<file path="src/rtl/dwt_level_sequencer.sv">
// Level-by-level pair issue sequencer for a fixed-latency DWT core: issues pair
// indices per level, tracks in-flight tags over LAT cycles and drains between levels.
module dwt_level_sequencer #(
   parameter int N      = 8,
   parameter int LEVELS = 3,
   parameter int LAT    = 3,
   localparam int IDXW  = ((N / 2) > 1) ? $clog2(N / 2) : 1,
   localparam int LW    = (LEVELS > 1) ? $clog2(LEVELS) : 1
) (
   input  logic            clk,
   input  logic            rst_n,
   input  logic            start,
   input  logic            abort,
   input  logic            core_ready,
   output logic            issue_valid,
   output logic [IDXW-1:0] issue_idx,
   output logic [LW-1:0]   issue_level,
   output logic            wr_en,
   output logic [IDXW-1:0] wr_idx,
   output logic [LW-1:0]   wr_level,
   output logic            busy,
   output logic            done,
   output logic [1:0]      dbg_state
);

   localparam int CW = $clog2(LAT + 1);

   typedef enum logic [1:0] {
      IDLE  = 2'd0,
      ISSUE = 2'd1,
      DRAIN = 2'd2,
      DONE  = 2'd3
   } state_t;

   state_t          state_q;
   logic [IDXW-1:0] idx_q;
   logic [LW-1:0]   level_q;
   logic            done_q;
   logic [CW-1:0]   cnt_q;
   logic [CW-1:0]   cnt_d;
   logic [LAT-1:0]  tag_v_q;
   logic [IDXW-1:0] tag_idx_q [LAT];
   logic [LW-1:0]   tag_lvl_q [LAT];
   logic [IDXW-1:0] last_idx;
   logic            last_level;

   // Level L holds N>>(L+1) pairs; abort masks both strobes in its own cycle.
   assign last_idx    = IDXW'((N >> (int'(level_q) + 1)) - 1);
   assign last_level  = (level_q == LW'(LEVELS - 1));
   assign issue_valid = (state_q == ISSUE) && core_ready && !abort;
   assign issue_idx   = idx_q;
   assign issue_level = level_q;
   assign wr_en       = tag_v_q[LAT-1] && !abort;
   assign wr_idx      = tag_idx_q[LAT-1];
   assign wr_level    = tag_lvl_q[LAT-1];
   assign busy        = (state_q != IDLE);
   assign done        = done_q;
   assign dbg_state   = state_q;

   always_comb begin
      cnt_d = cnt_q;
      if (abort) begin
         cnt_d = '0;
      end else if (issue_valid && !wr_en) begin
         cnt_d = cnt_q + 1'b1;
      end else if (!issue_valid && wr_en) begin
         cnt_d = cnt_q - 1'b1;
      end
   end

   always_ff @(posedge clk or negedge rst_n) begin
      if (!rst_n) begin
         cnt_q <= '0;
      end else begin
         cnt_q <= cnt_d;
      end
   end

   // Tag pipe shifts every cycle so each result lands exactly LAT cycles after issue.
   always_ff @(posedge clk or negedge rst_n) begin
      if (!rst_n) begin
         tag_v_q <= '0;
         for (int i = 0; i < LAT; i++) begin
            tag_idx_q[i] <= '0;
            tag_lvl_q[i] <= '0;
         end
      end else if (abort) begin
         tag_v_q <= '0;
      end else begin
         tag_v_q[0]   <= issue_valid;
         tag_idx_q[0] <= idx_q;
         tag_lvl_q[0] <= level_q;
         for (int i = 1; i < LAT; i++) begin
            tag_v_q[i]   <= tag_v_q[i-1];
            tag_idx_q[i] <= tag_idx_q[i-1];
            tag_lvl_q[i] <= tag_lvl_q[i-1];
         end
      end
   end

   always_ff @(posedge clk or negedge rst_n) begin
      if (!rst_n) begin
         state_q <= IDLE;
         idx_q   <= '0;
         level_q <= '0;
         done_q  <= 1'b0;
      end else if (abort) begin
         state_q <= IDLE;
         idx_q   <= '0;
         level_q <= '0;
         done_q  <= 1'b0;
      end else begin
         done_q <= 1'b0;
         case (state_q)
            IDLE: begin
               if (start) begin
                  state_q <= ISSUE;
                  idx_q   <= '0;
                  level_q <= '0;
               end
            end
            ISSUE: begin
               if (issue_valid) begin
                  if (idx_q == last_idx) begin
                     state_q <= DRAIN;
                     idx_q   <= '0;
                  end else begin
                     idx_q <= idx_q + 1'b1;
                  end
               end
            end
            DRAIN: begin
               // The next level may only start once every result of this one is written.
               if (cnt_q == '0) begin
                  if (last_level) begin
                     state_q <= DONE;
                     done_q  <= 1'b1;
                  end else begin
                     state_q <= ISSUE;
                     level_q <= level_q + 1'b1;
                     idx_q   <= '0;
                  end
               end
            end
            DONE: begin
               state_q <= IDLE;
            end
            default: begin
               state_q <= IDLE;
            end
         endcase
      end
   end

endmodule

</file>
<file path="config.mk">
export PLATFORM = sky130hd
export DESIGN_NAME = dwt_level_sequencer
export DESIGN_NICKNAME = d
export VERILOG_FILES = /design/src/rtl/dwt_level_sequencer.sv
export SDC_FILE = /design/constraint.sdc
export NUM_CORES = 1
export LEC_CHECK = 0
export BUFFER_PORTS_ARGS = -buffer_cell sky130_fd_sc_hd__clkbuf_2
export CAP_MARGIN = 30
export CORE_UTILIZATION = 30
export CTS_CLUSTER_DIAMETER = 30
export DETAILED_ROUTE_END_ITERATION = 6
export PLACE_DENSITY = 0.48
export SLEW_MARGIN = 5
export SYNTH_ARGS = -nofsm -noshare
export SYNTH_HDL_FRONTEND = slang
export SYNTH_SLANG_ARGS = --single-unit
</file>
<file path="constraint.sdc">
create_clock -name clk -period 2.54 [get_ports clk]
set_clock_uncertainty 0.2 [all_clocks]
set_input_delay 0.381 -clock clk [delete_from_list [all_inputs] [get_ports clk]]
set_output_delay 0.381 -clock clk [all_outputs]
set_load 0.005 [all_outputs]
</file>
# Word level (Yosys, flattened, before mapping)
# Index checks and enable logic that the tools add are counted.
# totals
input_bits	5
regBits	24
output_inout_bits	14
elab_cells	72
# classes
n_mux	26
eq_ne	10
n_shift	1
add_sub_neg	6
reduce_logical	17
# op_table
cell	n
$mux 2	18
$ne 3x3->1 const B	4
$pmux 2 s4	1
$reduce_and 4->1	2
$add 2x1->2 const B	3
$eq 2x2->1 const B	3
$pmux 2 s3	1
$reduce_bool 3->1	2
$logic_and 1x1->1	5
$reduce_and 5->1	1
$logic_not 2->1	2
$mux 1	4
$pmux 2 s2	1
$reduce_bool 4->1	1
$shr 4x3->2 const A	1
$add 2x1->3 const B	1
$logic_not 1->1	3
$mux 3	1
$ne 3x2->1 const B	1
$eq 2x1->1 const B	1
$eq 2x2->1	1
$reduce_bool 2->1	1
$sub 2x1->2 const B	1
$sub 2x2->2 const B	1

# Depth between registers and ports, before layout
# logic_depth
word_depth	8
ltp_mapped	7
mapped_depth_nobuf	6

# Worst setup path after synthesis
# No wires, ideal clock.
# synth_path
path_kind	register to register
startpoint	reg level_q[0] (netlist: issue_level[0])
endpoint	reg idx_q[0] (netlist: issue_idx[0])
synth_period_minus_slack_ns	1.673
path_buffers	1
stages_incl_launch_ff	8
required_ns	2.215
path_slack_ns	0.867
arrival_time_ns	1.348
setup_time_ns	0.125
cell_sequence	dfrtp_1 -> inv_1 -> ha_1 -> buf_2 -> nand3b_1 -> o31a_1 -> nand2_2 -> mux2_4
# synth_between
elab_chain_len	8
# synth_rtl
item	line_no	source
start: declaration	37	logic [LW-1:0] level_q;
start signal: assignment	140	level_q <= level_q + 1'b1;
$add 2x1->3	48	assign last_idx = IDXW'((N >> (int'(level_q) + 1)) - 1);
$shr 4x3->2	48	
$sub 2x2->2	48	
$eq 2x2->1	124	if (idx_q == last_idx) begin
$mux 2	124	
$mux 2	123	if (issue_valid) begin
$pmux 2 s3	114	case (state_q)
$mux 2	107	end else if (abort) begin
end signal: assignment	128	idx_q <= idx_q + 1'b1;
end: declaration	36	logic [IDXW-1:0] idx_q;
# Several ways; a longest one is shown, not always the timed one. The select of a mux whose other input is x is not followed.
# A chain may end at the register's enable or synchronous reset.

# Worst setup path after layout
# layout_path
startpoint	reg state_q[1] (netlist: dbg_state[1])
endpoint	out issue_valid
# layout_between
elab_chain_len	3
# layout_rtl
item	line_no	source
start: declaration	35	state_t state_q;
start signal: assignment	103	state_q <= IDLE;
start signal: assignment	108	state_q <= IDLE;
start signal: assignment	117	state_q <= ISSUE;
$eq 2x1->1	50	assign issue_valid = (state_q == ISSUE) && core_ready && !abort;
$logic_and 1x1->1 (2 in a row)	50	
end: declaration	15	output logic issue_valid,
# No other way between the ends.

==> key figures <==
Clock network
  – CTS Buffer Depth: 2
  – Clock Root Buffer: clkbuf_8
  – CTS Buf Count: 3
  – Worst skew pair latency: 260 ps
  – CTS tree: done
  – Clk sinks: 24
  – Clock transition at path regs: 80 ps
  – CTS H-Tree Depth: 1
  – Post-cts sizing count: 0
  – Setup bufs post-CTS: 0

Floorplanning
  – Die width: 63.9 um
  – Rows: 22
  – Die area: 4080 um^2
  – I/O pins: 19
  – Die H: 63.9 um
  – Starting Density: 31.4%
  – Core area: 3660 um^2

Cells and area
  – Nets: 120
  – Area of the multi-input gates: 487 um^2
  – N_diodes: 0
  – Final instance area: 1320 um^2
  – Final Instance Count excl. Fillers: 161
  – P&R area growth vs syn: 14.9%
  – Final core utilization: 36.1%
  – FILL cells: 359
  – Sequential cell area: 601 um^2
  – Layout cell share with drive strength beyond 1: 33.6%

STA
  – Final setup viols: 0
  – Slew HR: 60.2%
  – Tmin final: 1950 ps
  – Fin Setup TNS: 0 ps
  – Fmax: 513 MHz
  – Max-slew violations: 0
  – Hold Violations, Final: 0
  – Slew at the pin closest to its max-slew limit: 597 ps
  – Part of the cycle the worst path needs: 76.8%
  – RSZ-0062 raised after global routing: no

Logic synthesis
  – Register bit total from synthesis: 24
  – EDFF count, synth: 0
  – Unique masters post-synth: 34
  – Async SR Flop Fraction: 100%
  – Syn_nets: 103
  – Mapped Area: 1150 um^2
  – Cells after Synth: 97
  – Mean Syn Cell Area: 11.9 um^2
  – Sequential area share after synthesis: 52.2%
  – YS warnings: 0
  – Most used DFF post-synth: dfrtp_1

Global routing
  – Vias in the first global route: 784
  – First-pass GRT wire length: 3790 um
  – Largest net degree at the start of global routing: 25
  – Gr ovfl total: 0
  – Initial antenna violation count: 0
  – GRT Resource Usage Total: 12.2%

Critical path
  – Delay-heaviest family, CP: flip-flops
  – Worst Path Max Fanout: 9
  – Crit path DAT: 1370 ps
  – CP Cell Sequence: nor4bb_4 > clkbuf_2
  – Setup crit start kind: flop
  – Worst Path Required: 1960 ps
  – Slowest-stage cell, CP: dfrtp_1
  – CP peak stage delay: 500 ps
  – CP Capture Type: output port
  – CP Buf/Inv Count: 1
  – Setup CP Type: flop to output port

Route
  – DRT antenna net count: 0
  – Routed wire length: 2090 um
  – 1st-iter DRT viols: 32
  – Vias: 762
  – DR DRC count: 0
  – Drt via density: 4.73
  – WL/cell: 13.0 um
  – TritonRoute pass-1 iters: 4

Min path
  – Class of the worst hold path: primary input to flop

Run status
  – Run status: completed

Pwr
  – Pwr per Cell Area: 566 nW/um^2
  – VDD IR max: 177 uV
  – Total power: 0.000747 W
  – Lkg Pwr: 0.639 nW

Flow run
  – Max-Cap Viols: 0

Placement
  – Inst Count DP: 156
  – Port bufs: 18
  – Cell area after placement: 1260 um^2
  – DPL Wire Length: 1510 um
  – Final GP Congestion: 0.712
-- layout by cell type (no fill, tap or decap), types with 2 or more instances in the layout --
| master | instances |
|---|---|
| a211oi_1 | 2 |
| a41oi_1 | 2 |
| clkbuf_2 | 18 |
| clkbuf_8 | 4 |
| dfrtp_1 | 24 |
| inv_1 | 3 |
| mux2_2 | 10 |
| nand2_1 | 4 |
| nand2b_1 | 3 |
| nand3b_1 | 2 |
| nor2_1 | 8 |
| nor2b_1 | 5 |
| o21ai_0 | 2 |
| o2bb2ai_1 | 3 |
| xnor2_1 | 3 |
-- power breakdown --
group          total (W)  switching [W]  internal [W]
clock network   0.000255       0.000117      0.000138
registers       0.000412      0.0000140      0.000398
logic          0.0000798      0.0000409     0.0000389
total           0.000747       0.000172      0.000575
-- synth_stat cells, types with 2 or more instances --
library cell	number	area [um^2]
a211oi_1	2	15.0
a41oi_1	2	17.5
buf_2	2	10.0
buf_4	5	37.5
dfrtp_1	24	601
inv_1	3	11.3
mux2_2	10	113
nand2_1	4	15.0
nand2b_1	3	18.8
nand3b_1	2	15.0
nor2_1	8	30.0
nor2b_1	5	31.3
o21ai_0	2	10.0
o2bb2ai_1	3	26.3
xnor2_1	3	26.3
-- state kept, by name, summed over array words and instances, names as in the netlist --
| register | count |
|---|---|
| tag_idx_q | 4 |
| tag_lvl_q | 4 |
| tag_v_q | 3 |
| cnt_q | 2 |
| dbg_state | 2 |
| issue_idx | 2 |
| issue_level | 2 |
| wr_idx | 2 |
| wr_level | 2 |
| done | 1 |
-- worst reg2reg max path: stages, from the launching register on --
cell and delay [ps]:
dfrtp_1 410, inv_1 110, ha_1 330, nand3b_1 120, o31a_1 150, nand2_2 100, mux2_4 290
-- per-layer routing --
| metal | part of all wire, % | GRT usage (%) | vias up |
|---|---|---|---|
| met4 | 0.57 | 5.11 | 0 |
| li1 | - | - | 371 |
| met3 | 4.1 | 3.21 | 2 |
| met5 | 0 | 0 | - |
| met1 | 47 | 16.0 | 378 |
| met2 | 49 | 18.9 | 11 |
-- cells by family (layout without fill, tap and decap cells) --
family | count (synthesis) | after routing | share of synthesized area [%]
mux | 12 | 12 | 12.0
buf+inv | 11 | 27 | 5.44
simple gates | 29 | 29 | 14.9
xor+xnor | 4 | 4 | 3.05
compound gates | 16 | 16 | 11.3
fa+ha+maj | 1 | 1 | 1.09
flops | 24 | 24 | 52.2
-- what timing repair did --
action | CTS | global route
endpoints found under the setup margin | 0 | 0
hold buffers | 1 | 0
endpoints found under the hold margin | 24 | 0
-- layout make-up --
cell class,count,share of cell area [%]
clock buffers,4,4.17
inverters,3,0.852
multi-input cells,62,36.8
flip-flops and latches,24,45.5
well taps,48,4.55
repair buffers,20,8.14
-- metrics by stage --
| stage | hold WS (ps) | worst slack, ps |
|---|---|---|
| after floorplan | -115 | 867 |
| after global placement | 214 | 736 |
| after detailed placement | 223 | 695 |
| after CTS | 196 | 574 |
| after global routing | 207 | 489 |
| final | 198 | 590 |
-- path summary, 6_finish.rpt --
path	from	to	slack [ps]	cells after the start
worst min register to register	tag_v_q[0]	tag_v_q[1]	270	1
worst min-delay path	core_ready	dbg_state[1]	200	3
worst max-delay path	dbg_state[1]	issue_valid	590	2
min in group asynchronous	rst_n	wr_level[0]	440	2
max in group asynchronous	rst_n	tag_v_q[2]	1300	2
worst max register to register	issue_level[0]	issue_idx[0]	730	6
No activity file was read; power rests on OpenSTA's default activity.
